==> src/rtl/uart_rx_engine.sv <==
// UART receive engine: oversampled start detect, mid-bit sampling, LSB-first
// deserialisation, optional parity, 1/2 stop bits, valid/ready output register.
module uart_rx_engine #(
  parameter int DATA_BITS  = 8,
  parameter int OVERSAMPLE = 16,
  parameter int PARITY_EN  = 0,
  parameter int PARITY_ODD = 0,
  parameter int STOP_BITS  = 1
) (
  input  logic                 clk,
  input  logic                 reset,
  input  logic                 baud_tick,
  input  logic                 rx,
  input  logic                 rx_ready,
  output logic [DATA_BITS-1:0] rx_data,
  output logic                 rx_valid,
  output logic                 parity_err,
  output logic                 frame_err,
  output logic                 overrun,
  output logic                 busy
);

  localparam int TW = $clog2(OVERSAMPLE);
  localparam int BW = $clog2(DATA_BITS + 1);
  localparam logic [TW-1:0] TICK_MID  = TW'(OVERSAMPLE / 2 - 1);
  localparam logic [TW-1:0] TICK_LAST = TW'(OVERSAMPLE - 1);
  localparam logic [BW-1:0] LAST_DATA = BW'(DATA_BITS - 1);
  localparam logic [BW-1:0] LAST_STOP = BW'(STOP_BITS - 1);
  localparam logic HAS_PARITY = (PARITY_EN != 0);
  localparam logic ODD_PARITY = (PARITY_ODD != 0);

  localparam logic [2:0] S_IDLE   = 3'd0;
  localparam logic [2:0] S_START  = 3'd1;
  localparam logic [2:0] S_DATA   = 3'd2;
  localparam logic [2:0] S_PARITY = 3'd3;
  localparam logic [2:0] S_STOP   = 3'd4;

  logic [2:0]           state;
  logic [TW-1:0]        tick_cnt;
  logic [BW-1:0]        bit_cnt;
  logic [DATA_BITS-1:0] shreg;
  logic                 perr;
  logic                 ferr;
  logic                 rx_meta;
  logic                 rx_s;
  logic                 full_pt;
  logic                 done;

  // Line idles high, so the synchroniser resets to 1 to avoid a false start bit.
  always_ff @(posedge clk) begin
    if (reset) begin
      rx_meta <= 1'b1;
      rx_s    <= 1'b1;
    end else begin
      // NOTE: non-blocking assignments keep the two flops a true 2-stage shift.
      rx_meta <= rx;
      rx_s    <= rx_meta;
    end
  end

  // NOTE: done is a combinational strobe so the output register loads on the
  // same edge as the last stop sample; continuous assigns cannot infer latches.
  assign full_pt = baud_tick && (tick_cnt == TICK_LAST);
  assign done    = (state == S_STOP) && full_pt && (bit_cnt == LAST_STOP);
  assign busy    = (state != S_IDLE);

  always_ff @(posedge clk) begin
    if (reset) begin
      state    <= S_IDLE;
      tick_cnt <= '0;
      bit_cnt  <= '0;
      shreg    <= '0;
      perr     <= 1'b0;
      ferr     <= 1'b0;
    end else begin
      case (state)
        S_IDLE: begin
          tick_cnt <= '0;
          if (!rx_s) state <= S_START;
        end
        S_START: if (baud_tick) begin
          if (tick_cnt == TICK_MID) begin
            tick_cnt <= '0;
            bit_cnt  <= '0;
            perr     <= 1'b0;
            ferr     <= 1'b0;
            state    <= rx_s ? S_IDLE : S_DATA;
          end else begin
            tick_cnt <= tick_cnt + 1'b1;
          end
        end
        S_DATA: if (baud_tick) begin
          if (tick_cnt == TICK_LAST) begin
            tick_cnt <= '0;
            shreg    <= {rx_s, shreg[DATA_BITS-1:1]};
            if (bit_cnt == LAST_DATA) begin
              bit_cnt <= '0;
              state   <= HAS_PARITY ? S_PARITY : S_STOP;
            end else begin
              bit_cnt <= bit_cnt + 1'b1;
            end
          end else begin
            tick_cnt <= tick_cnt + 1'b1;
          end
        end
        S_PARITY: if (baud_tick) begin
          if (tick_cnt == TICK_LAST) begin
            tick_cnt <= '0;
            perr     <= ((^shreg) ^ rx_s) != ODD_PARITY;
            state    <= S_STOP;
          end else begin
            tick_cnt <= tick_cnt + 1'b1;
          end
        end
        S_STOP: if (baud_tick) begin
          if (tick_cnt == TICK_LAST) begin
            tick_cnt <= '0;
            if (!rx_s) ferr <= 1'b1;
            // Leaving at mid stop bit gives half a bit of margin for the next start edge.
            if (bit_cnt == LAST_STOP) state <= S_IDLE;
            else                      bit_cnt <= bit_cnt + 1'b1;
          end else begin
            tick_cnt <= tick_cnt + 1'b1;
          end
        end
        default: state <= S_IDLE;
      endcase
    end
  end

  // Output holding register: a new word may replace the old one only if the
  // old one is gone or being accepted on this very edge.
  always_ff @(posedge clk) begin
    if (reset) begin
      rx_data    <= '0;
      rx_valid   <= 1'b0;
      parity_err <= 1'b0;
      frame_err  <= 1'b0;
      overrun    <= 1'b0;
    end else begin
      overrun <= 1'b0;
      if (done) begin
        if (!rx_valid || rx_ready) begin
          rx_data    <= shreg;
          parity_err <= HAS_PARITY ? perr : 1'b0;
          frame_err  <= ferr | ~rx_s;
          rx_valid   <= 1'b1;
        end else begin
          overrun <= 1'b1;
        end
      end else if (rx_valid && rx_ready) begin
        rx_valid <= 1'b0;
      end
    end
  end

endmodule

==> config.mk <==
export PLATFORM = sky130hd
export DESIGN_NAME = uart_rx_engine
export DESIGN_NICKNAME = d
export VERILOG_FILES = /design/src/rtl/uart_rx_engine.sv
export SDC_FILE = /design/constraint.sdc
export NUM_CORES = 1
export LEC_CHECK = 0
export BUFFER_PORTS_ARGS = -buffer_cell sky130_fd_sc_hd__clkbuf_2
export CORE_MARGIN = 5
export CORE_UTILIZATION = 51
export CTS_BUF_LIST = sky130_fd_sc_hd__clkbuf_16
export DETAILED_ROUTE_END_ITERATION = 6
export GPL_TIMING_DRIVEN = 0
export PLACE_DENSITY = 0.74
export SLEW_MARGIN = 10
export SYNTH_ARGS = -nofsm -noshare
export SYNTH_HDL_FRONTEND = slang
export SYNTH_SLANG_ARGS = --single-unit
==> constraint.sdc <==
create_clock -name clk -period 1.65 [get_ports clk]
set_input_delay 0.495 -clock clk [delete_from_list [all_inputs] [get_ports clk]]
set_output_delay 0.495 -clock clk [all_outputs]
set_load 0.01 [all_outputs]
# == After elaboration in Yosys (flattened, before gate mapping) ==
# Cells that the tools add are included.
# totals
n_memories,0
ff_bits,33
ramBits,0
mem_bits_ro,0
latch_bits,0
# op_classes
bitwise_logic,3
n_shift,0
mul,0
n_lt_le_gt_ge,0
n_div,0
mux,37
addsub,2
n_eq_ne,22
n_reduce_logical,22
# op_table
operator,n
4-bit 2-to-1 mux,12
3-bit 2-to-1 mux,11
4-bit case mux with 3 select lines,2
2-bit inequality test (second input constant),11
3-bit case mux with 5 select lines,1
11-bit AND reduction,1
1-bit 2-to-1 mux,9
3-bit nonzero test,3
4-bit by 1-bit adder with 4-bit output (second input constant),2
4-bit by 3-bit == test with 1-bit output (second input constant),2
2-bit by 1-bit inequality test with 1-bit output (second input constant),4
8-bit AND reduction,1
3-bit by 2-bit == test with 1-bit output (second input constant),2
3-bit AND reduction,2
6-bit AND reduction,1
4-bit == test (second input constant),1
1-bit logical AND,4
4-bit zero test,1
2-bit AND reduction,2
2-bit nonzero test,2
3-bit by 1-bit == test with 1-bit output (second input constant),1
3-bit == test (second input constant),1
3-bit zero test,1
3-bit OR reduction,1
7 further kinds,8

# == Depth between registers and ports, before layout ==
# Gate-level depths: netlist of the first run.
# depth
word_depth,6
ltp_mapped,8
ltp_nobuf,7

# == Least setup slack after synthesis of the first run ==
# Ideal clock, no wire load.
# synth_path
path_type,input-to-reg
from,in baud_tick
to,reg shreg[3]
setup_time_ns,0.128
path_stages,6
setup_slack_ns,0.005
path_buffers,1
arrival_time_ns,1.517
required_ns,1.522
cell_sequence,buf_6 and3_4 nand2_4 nor3_4 mux2i_1 nor2_1
# synth_between
elab_chain_cells,1
# synth_rtl
element,line_no,source
"start, declared",12,"input logic baud_tick,"
3-bit AND reduction (no source line),n/a,
"end signal, assigned",95,"shreg <= {rx_s, shreg[DATA_BITS-1:1]};"
"end, declared",41,logic [DATA_BITS-1:0] shreg;
# No other way between the ends.
# A chain may end at the register's enable or synchronous reset.

# == Worst setup path after layout of the first run ==
# layout_path
from,reg state[1]
to,reg bit_cnt[0]
# layout_between
elab_chain_cells,3
elab_cells_between_ends,13
classes_between,10 x eq/ne; 1 x mux; 2 x reduce/logical
# layout_rtl
element,line_no,source
"start, declared",38,logic [2:0] state;
"start signal, assigned",87,state <= rx_s ? S_IDLE : S_DATA;
"start signal, assigned",98,state <= HAS_PARITY ? S_PARITY : S_STOP;
3-bit == test (tied with other cells),76,case (state)
2-bit inequality test (no source line) (tied with other cells),n/a,
8-bit AND reduction (no source line),n/a,
"end signal, assigned",100,bit_cnt <= bit_cnt + 1'b1;
"end signal, assigned",121,else bit_cnt <= bit_cnt + 1'b1;
"end, declared",40,logic [BW-1:0] bit_cnt;
# Parallel ways exist; a longest one is shown, timed or not.

==> results of run 1 <==
[synth_stat cells, types with 4 or more instances]
| cell type | number |
|---|---|
| a21oi_1 | 9 |
| nor2_1 | 22 |
| clkbuf_1 | 4 |
| mux2i_1 | 17 |
| o31ai_1 | 4 |
| buf_6 | 5 |
| nand3_1 | 6 |
| inv_1 | 7 |
| nand2b_1 | 6 |
| dfxtp_1 | 33 |
| nand2_1 | 9 |
| o21ai_0 | 4 |
| nor3_1 | 5 |
[how the worst max path moves through the flow]
stage / cells past startpoint / slack, ns / start / end
after global routing: 6 / -0.05 / state[1]$_SDFFE_PP0P_ / bit_cnt[0]$_SDFFE_PP0P_
final: 6 / -0.01 / state[1]$_SDFFE_PP0P_ / bit_cnt[0]$_SDFFE_PP0P_
after detailed placement: 6 / -0.20 / tick_cnt[0]$_SDFFE_PP0P_ / shreg[5]$_SDFFE_PP0P_
after global placement: 6 / -0.13 / tick_cnt[0]$_SDFFE_PP0P_ / shreg[2]$_SDFFE_PP0P_
after floorplan: 6 / 0.005 / baud_tick / shreg[3]$_SDFFE_PP0P_
after CTS: 6 / -0.005 / bit_cnt[0]$_SDFFE_PP0P_ / state[0]$_SDFFE_PP0P_
[layout by cell type, fill, tap and decap left out, types with 2 or more instances in the layout]
cell and n:
buf_4 9, ha_4 2, dfxtp_2 3, buf_6 6, nor2_1 22, a211o_1 3, nand2b_1 6, clkinv_2 2
a21oi_1 9, nor3_1 4, clkbuf_16 5, inv_2 2, clkbuf_1 4, o21ai_0 4, o31ai_1 4, mux2i_1 16
nor2b_1 3, inv_1 5, nand3_1 6, or2_2 2, dfxtp_1 29, clkbuf_2 15, nand2_1 8
[sequential cells by signal (all words and copies together), names as in the netlist]
register	flops
rx_s	1
bit_cnt	4
shreg	8
overrun	1
rx_meta	1
rx_valid	1
tick_cnt	4
state	3
frame_err	1
rx_data	8
ferr	1
[per-stage QoR]
| stage | util, % | cells | instance area (um^2) |
|---|---|---|---|
| global route | 67.5 | 251 | 2080 |
| detailed placement | 57.9 | 233 | 1780 |
| CTS | 65.3 | 246 | 2010 |
| floorplan | - | 174 | 1650 |
| finish | 67.5 | 251 | 2080 |
| global placement | 57.9 | 233 | 1780 |
[kinds of logic (layout without fill, tap and decap cells)]
family	Yosys count	count (layout)
multiplexers	18	18
other	1	1
XOR/XNOR	2	2
AND/OR/NAND/NOR	66	66
flip-flops	33	33
adder cells (fa/ha/maj)	4	4
buffers and inverters	18	51
AO/OA/AOI/OAI	32	32
[power breakdown]
group	internal (W)	switching (W)	leakage, nW
Combinational	0.000233	0.000258	0.452
Sequential	0.000817	0.0000155	0.269
Clock	0.000546	0.000318	0.0748
[critical path, cell delays in order, from the launching register on]
cell and delay, ns:
dfxtp_1 0.30, buf_6 0.13, or4b_4 0.55, o21ai_2 0.08, o21a_4 0.18, mux2i_1 0.22, nor2_1 0.06
[metal layers]
metal / global-route usage, % / up-vias / wire [um]
met5: 0 / - / 0
met3: 4.05 / 10 / 167
met2: 33.4 / 43 / 1970
met1: 21.2 / 678 / 1620
met4: 7.85 / 0 / 86
li1: - / 673 / -
[cell type report]
cell class	count	area (um^2)	share of cell area (%)
sequential	33	668	32.1
multi-input combinational	123	927	44.6
clock inverter	3	13.8	0.662
clock buffer	5	125	6.02
buffer	11	93.8	4.52
tap	44	55.1	2.65
inverter	7	28.8	1.38
timing repair buffer	25	166	8.01
[what timing repair did]
action | CTS | global route
resized for setup | 11 | 10
setup buffers | 4 | 5
pin swaps | 3 | 7
cloned | 1 | 0
setup endpoints to repair | 23 | 25
==> metrics.txt, run 1 <==
Synth async-reset ratio 0%; antenna violations before repair 0; Post-synth EDFFs 0; DP HPWL 2440 um; setup TNS -0.0107 ns; largest area contributor in the netlist dfxtp_1; Slew @ Worst Pin 0.518 ns; largest family of logic cells by synthesized area simple AND/OR/NAND/NOR gates; Final period util 101%; final WL 3840 um; layout overhead on the synthesized area 25.7%; GRT Util Overall a little under a fifth; startpoint type of the worst setup path flop; WP data required 1.79 ns; layout cells sized above 1 32.9%; R2R cell count 6; placer congestion estimate 0.874; n_diodes 0; Reg clk slew, reported paths 0.05 ns; hold_sp rx_meta$_SDFF_PP1_; Post-Syn Nets 182; RSZ-0062 raised after global routing yes; register area share after synthesis 40.0%; Yosys cell types 48; Die Height 66.9 um; wire per inst 15.3 um; fillers 242; Period minus WS final 1.66 ns; power per cell area 1050 nW/um^2; status complete, but fails checks; Pins Over Slew Limit 0; final hold slack between 0.4 and 0.5 ns; Std-Cell Rows 20; worst hold path type reg2reg; Clock Latency Late Sink 0.27 ns; hold_buf cts 0; Port Buffers 15; XOR/XNOR Fraction of Synth Area roughly 1.1%; post-synthesis mux area share 11.0%; failing checks negative setup slack; slew margin rel. roughly 65%; Via Count 1,404; IO Pins 18; Fin. Hold Viols 0; vias in the first global route 1,388; Initial Utilization 53.7%; clock sinks 33; Synth Cell Area 1650 um^2; YS warnings 0; post-synthesis simple-gate area fraction 22.9%; DRC 0; Root Buffer Master clkbuf_16; DR vias/cell between 5 and 6; hold path depth 1; Worst VDD drop 633 uV; crit path capture type flop; Synth area leaders dfxtp_1 (40%), mux2i_1 (10%), nor2_1 (5.0%), buf_6 (3.4%), a21oi_1 (2.7%); CTS tree yes; synthesized instance count 174; flop-to-flop setup slack -0.01 ns; Leak 0.796 nW; first-pass GRT wire length 6270 um; Total Power 0.00219 W; largest net degree at the start of global routing 11; core area 3080 um^2; Clock Path Buffers 2; Main synth FF type dfxtp_1; Overflow after GRT 0; critical path class reg2reg; net count of the finished layout approximately 210; register bit count reported by yosys 33; WHS Endpoint rx_s$_SDFF_PP1_; worst-path maximum fanout 7; synthesized-area fraction occupied by adder cells 2.88%; Compound-Gate Fraction of Synth Area between 10 and 15%; final setup violation count 1; Die ar. 4480 um^2; die width 66.9 um; DRT antenna net count 0; Crit Reg-Reg Endpoint bit_cnt[0]$_SDFFE_PP0P_; post-synth top area share 40.0%; pre-CTS setup slack -0.198 ns; drt pass-1 iters 4; reg2reg start state[1]$_SDFFE_PP0P_; H-tree depth 2; Initial DRC Count 70; Max Cap Viol 0; syn avg cell area ~9.5 um^2; Num CTS Buffers 5; Fmax 602 MHz; worst setup margin -0.0107 ns; skew final around 0.0025 ns; crit path DAT 1.80 ns
No activity file was read; power rests on OpenSTA's default activity.
==> run 2, diff against run 1 <==
==> config.mk (replaced) <==
export PLATFORM = sky130hd
export DESIGN_NAME = uart_rx_engine
export DESIGN_NICKNAME = d
export VERILOG_FILES = /design/src/rtl/uart_rx_engine.sv
export SDC_FILE = /design/constraint.sdc
export NUM_CORES = 1
export LEC_CHECK = 0
export CORE_MARGIN = 5
export CORE_UTILIZATION = 55
export CTS_BUF_LIST = sky130_fd_sc_hd__clkbuf_16
export DETAILED_ROUTE_END_ITERATION = 6
export DONT_BUFFER_PORTS = 1
export GPL_TIMING_DRIVEN = 0
export PLACE_DENSITY = 0.71
export SLEW_MARGIN = 10
export SYNTH_ARGS = -nofsm -noshare
export SYNTH_HDL_FRONTEND = slang
export SYNTH_SLANG_ARGS = --single-unit
==> run 2 against run 1 <==
Effect of this change: the flow now finishes without violations; first-iteration DRC count is 20% lower; clock-buffer cell count is the same; wire length fell by 6.5%; total power rose by 3.3%; largest cell class unchanged; highest routed layer unchanged.
==> metrics.txt, run 2 (same netlist as run 1, synthesis figures left out) <==
WHS Endpoint rx_meta$_SDFF_PP1_; Via Count 1,319; antenna violations before repair 0; most common cell after layout, fill and taps aside dfxtp_1; startpoint type of the worst setup path flop; Critical Path, Cell by Cell buf_6 > or4b_4 > o21ai_4 > o21a_4 > mux2i_1 > nor2_1; GRT Util Overall 18.1%; Final period util 99.6%; Clock Latency Late Sink approximately 0.28 ns; Crit Reg-Reg Endpoint bit_cnt[0]$_SDFFE_PP0P_; number of buffers and inverters on the critical path 1; Worst VDD drop approximately 810 uV; placer congestion estimate 0.850; R2R cell count 6; final setup violation count 0; Max Cap Viol 0; Pins Over Slew Limit 0; DRT antenna net count 0; hold_buf cts 0; net count of the finished layout approximately 200; final hold slack 0.323 ns; clock sinks 33; largest net degree at the start of global routing 11; hold_sp rx; DR vias/cell ~6; worst hold path type in2reg; max incr delay on CP 0.57 ns; WP data required around 1.8 ns; first-pass GRT wire length 5780 um; wire per inst 16.1 um; Overflow after GRT 0; Initial Utilization around three fifths; Fin. Hold Viols 0; Num CTS Buffers 5; drt pass-1 iters 4; setup TNS 0 ns; worst-path maximum fanout 7; Largest delay share family, worst path simple AND/OR/NAND/NOR gates; DP HPWL 2180 um; Total Power between 0.002 and 0.0025 W; skew final 0.00280 ns; H-tree depth 2; power per cell area 1120 nW/um^2; critical path class reg2reg; Fmax 608 MHz; n_diodes 0; core area 2830 um^2; final core occ 71.6%; IO Pins 18; Leak ~0.74 nW; Period minus WS final 1.64 ns; biggest regs rx_data (8), shreg (8); flop-to-flop setup slack 0.007 ns; slew margin rel. between 60 and 70%; Die Height 64.8 um; CTS tree yes; Slew @ Worst Pin approximately 0.53 ns; commonest non-fill, non-tap cells in the layout dfxtp_1 (28), nor2_1 (22), mux2i_1 (15); Die ar. 4200 um^2; Initial DRC Count 56; layout overhead on the synthesized area 22.6%; die width 64.8 um; crit path DAT 1.79 ns; DRC 0; Std-Cell Rows 19; RSZ-0062 raised after global routing yes; crit path capture type flop; final WL 3590 um; fillers 214; Root Buffer Master clkbuf_16; Clock Path Buffers 2; Reg clk slew, reported paths 0.05 ns; hold path depth 1; reg2reg start state[1]$_SDFFE_PP0P_; Port Buffers 0; layout cells sized above 1 27.1%; status finished clean; CP max-delay cell or4b_4; vias in the first global route 1,180
run 2: changes by cell type in the layout (fill, tap and decap cells not counted), sizes merged:
| cell | delta |
|---|---|
| bufinv | +1 |
| clkinv | -1 |
| clkbuf | -15 |
run 2: timing repair:
item / CTS / global route
pin swaps: 2 / 6
setup buffers: 2 / 6
gates cloned: 1 / 1
setup endpoints to repair: 25 / 23
resized for setup: 8 / 13
run 2: through the flow:
stage | cell area [um^2] | setup slack [ns] | cells
after floorplan | 1650 | 0.00550 | 174
after global placement | 1690 | -0.124 | 205
after detailed placement | 1690 | -0.171 | 205
after CTS | 1930 | -0.0164 | 216
after global routing | 2030 | -0.0597 | 223
final | 2030 | 0.00651 | 223
run 2: metal layers:
layer	part of all wire (%)	global-route usage, %
met1	46	23.3
met2	48	26.9
met3	5.3	7.43
met4	1.3	6.86
met5	0	0
run 2: final cells by class:
class                           instances  area, um^2  share of cell area [%]
Multi-Input combinational cell        123         936                    46.2
Sequential cell                        33         669                    33.0
Clock buffer                            5         125                    6.17
Timing Repair Buffer                   10        97.6                    4.81
Buffer                                 11        93.8                    4.63
Tap cell                               31        38.8                    1.91
Clock inverter                          3        37.5                    1.85
Inverter                                7        28.8                    1.42
run 2: report_power, final:
group          switching [W]  total [W]  internal (W)  leakage, nW
combinational       0.000236   0.000403      0.000167        0.391
sequential         0.0000157   0.000833      0.000817        0.269
clock               0.000325    0.00103      0.000700       0.0826
total               0.000577    0.00226       0.00168        0.743
run 2: how the worst max path moves through the flow:
stage                                         from                       to  depth (start not counted)
after detailed placement  tick_cnt[0]$_SDFFE_PP0P_    shreg[0]$_SDFFE_PP0P_                          6
after global placement                   baud_tick    shreg[1]$_SDFFE_PP0P_                          6
after CTS                  bit_cnt[0]$_SDFFE_PP0P_  rx_data[5]$_SDFFE_PP0P_                          8
after floorplan                          baud_tick    shreg[3]$_SDFFE_PP0P_                          6
final                        state[1]$_SDFFE_PP0P_  bit_cnt[0]$_SDFFE_PP0P_                          6
after global routing       bit_cnt[0]$_SDFFE_PP0P_  rx_data[5]$_SDFFE_PP0P_                          8
==> run 3, diff against run 2 <==
--- a/config.mk
+++ b/config.mk
@@ -5,13 +5,15 @@
 export SDC_FILE = /design/constraint.sdc
 export NUM_CORES = 1
 export LEC_CHECK = 0
+export CELL_PAD_IN_SITES_DETAIL_PLACEMENT = 0
+export CELL_PAD_IN_SITES_GLOBAL_PLACEMENT = 1
 export CORE_MARGIN = 5
-export CORE_UTILIZATION = 55
+export CORE_UTILIZATION = 43
 export CTS_BUF_LIST = sky130_fd_sc_hd__clkbuf_16
 export DETAILED_ROUTE_END_ITERATION = 6
 export DONT_BUFFER_PORTS = 1
 export GPL_TIMING_DRIVEN = 0
-export PLACE_DENSITY = 0.71
+export PLACE_DENSITY = 0.72
 export SLEW_MARGIN = 10
 export SYNTH_ARGS = -nofsm -noshare
 export SYNTH_HDL_FRONTEND = slang
==> run 3 against run 2 <==
Effect of this change: setup slack better by 0.029 ns; non-clock buffer count shrank 4; global-route usage down 3.5 points; total power shrank 6.6%; via count shrank 5.8%; critical path type unchanged; critical endpoint is now rx_data[4]$_SDFFE_PP0P_; clock power decreased by 15%; first-iteration DRC count grew 71%; sequential share of layout area grew 0.81 points; cell area is 2.4% lower.
==> metrics.txt, run 3 (same netlist as run 1, synthesis figures left out) <==
status finished clean; CTS tree yes; Initial DRC Count 96; critical path class reg2reg; Final period util 97.8%; DR vias/cell about 5.3; Clock Latency Late Sink around 0.27 ns; final hold slack 0.325 ns; Layout Cells excl Fill 236; Via Count 1,242; R2R cell count 8; Crit Reg-Reg Endpoint rx_data[4]$_SDFFE_PP0P_; CP max-delay cell dfxtp_4; Num CTS Buffers 5; reg2reg start bit_cnt[0]$_SDFFE_PP0P_; DRT antenna net count 0; number of buffers and inverters on the critical path 2; drt pass-1 iters 4; vias in the first global route 1,239; crit path capture type flop; Root Buffer Master clkbuf_16; Fin. Hold Viols 0; Leak around 0.71 nW; core area 3690 um^2; final WL approximately 3500 um; wire per inst 14.6 um; placer congestion estimate 0.829; Fmax around 620 MHz; hold_buf cts 0; max incr delay on CP 0.36 ns; final setup violation count 0; routed wl met2 1670 um; Critical Path, Cell by Cell inv_2 > ha_4 > and4bb_4 > nand4_4 > nor2b_4 > buf_6 > mux2i_1 > nor2_1; biggest regs rx_data (8), shreg (8); clock sinks 33; H-tree depth 2; die width 72 um; worst hold path type in2reg; GRT Util Overall 14.6%; Largest delay share family, worst path simple AND/OR/NAND/NOR gates; placed cell count 222; startpoint type of the worst setup path flop; max layer used met4; Die ar. between 5000 and 6000 um^2; Reg clk slew, reported paths 0.05 ns; antenna violations before repair 0; n_diodes 0; RSZ-0062 raised after global routing yes; IO Pins 18; flop-to-flop setup slack 0.04 ns; layout cells sized above 1 a little over a quarter; Std-Cell Rows 22; most common cell after layout, fill and taps aside dfxtp_1; Port Buffers 0; worst-path maximum fanout 5; metal3 WL 169 um; Overflow after GRT 0; DP HPWL roughly 2300 um; skew final 0.00359 ns; DRC 0; fillers 350; WP data required 1.79 ns; Pins Over Slew Limit 0; M1 WL 1550 um; commonest non-fill, non-tap cells in the layout dfxtp_1 (28), nor2_1 (22), mux2i_1 (16); crit path DAT ~1.8 ns; Worst Setup SP bit_cnt[0]$_SDFFE_PP0P_; Max Cap Viol 0; Period minus WS final 1.61 ns; Critical Path Stages 8; Setup crit end rx_data[4]$_SDFFE_PP0P_; Clock Path Buffers 2; Die Height 72 um; Initial Utilization between 40 and 50%; first-pass GRT wire length 5950 um; Worst VDD drop a little under 700 uV; power per cell area 1070 nW/um^2; largest net degree at the start of global routing 12; net count of the finished layout 195; layout overhead on the synthesized area 19.7%
==> run 3: worst min path at each step <==
stage | start | end | slack [ns] | depth (start not counted)
2_1_floorplan | rx_meta$_SDFF_PP1_ | rx_s$_SDFF_PP1_ | 0.39 | 1
3_3_place_gp | rx_meta$_SDFF_PP1_ | rx_s$_SDFF_PP1_ | 0.39 | 1
3_5_place_dp | rx_meta$_SDFF_PP1_ | rx_s$_SDFF_PP1_ | 0.40 | 1
4_1_cts | rx | rx_meta$_SDFF_PP1_ | 0.32 | 1
5_1_grt | rx | rx_meta$_SDFF_PP1_ | 0.32 | 1
6_report | rx | rx_meta$_SDFF_PP1_ | 0.33 | 1
==> run 3: area by class of cell <==
| type | count | area (um^2) | area share [%] |
|---|---|---|---|
| tap | 48 | 60.1 | 3.04 |
| buffer | 11 | 93.8 | 4.74 |
| sequential | 33 | 669 | 33.8 |
| inverter | 7 | 26.3 | 1.33 |
| clock buffer | 5 | 125 | 6.33 |
| clock inverter | 3 | 17.5 | 0.886 |
| multi-input combinational | 123 | 931 | 47.1 |
| timing repair buffer | 6 | 55.1 | 2.78 |
==> run 3: report_power, final <==
group          switching, W  internal, W  leakage, nW
registers         0.0000159     0.000817        0.269
clock network      0.000321     0.000552       0.0696
logic              0.000234     0.000173        0.368
==> run 3: per-layer routing <==
metal | global-route usage, % | vias to the layer above
met1 | 18.3 | 575
met3 | 4.02 | 8
met2 | 23.4 | 23
met4 | 6.68 | 0
met5 | 0 | -
li1 | - | 636
==> run 3: timing repair <==
action,CTS,global route
gates cloned,1,1
resized for setup,9,9
endpoints found under the setup margin,23,23
pin swaps,2,7
setup buffers,2,2
==> run 3: through the flow <==
step           instance area, um^2  setup WS [ns]  setup TNS, ns  utilization (%)  power (W)
2_1_floorplan                 1650        0.00550              0                -    0.00115
3_3_place_gp                  1710         -0.172          -1.74             46.4    0.00121
3_5_place_dp                  1710         -0.173          -1.97             46.4    0.00121
4_1_cts                       1930        0.00257              0             52.2    0.00212
5_1_grt                       1980        -0.0478         -0.230             53.6    0.00222
6_report                      1980         0.0355              0             53.6    0.00211
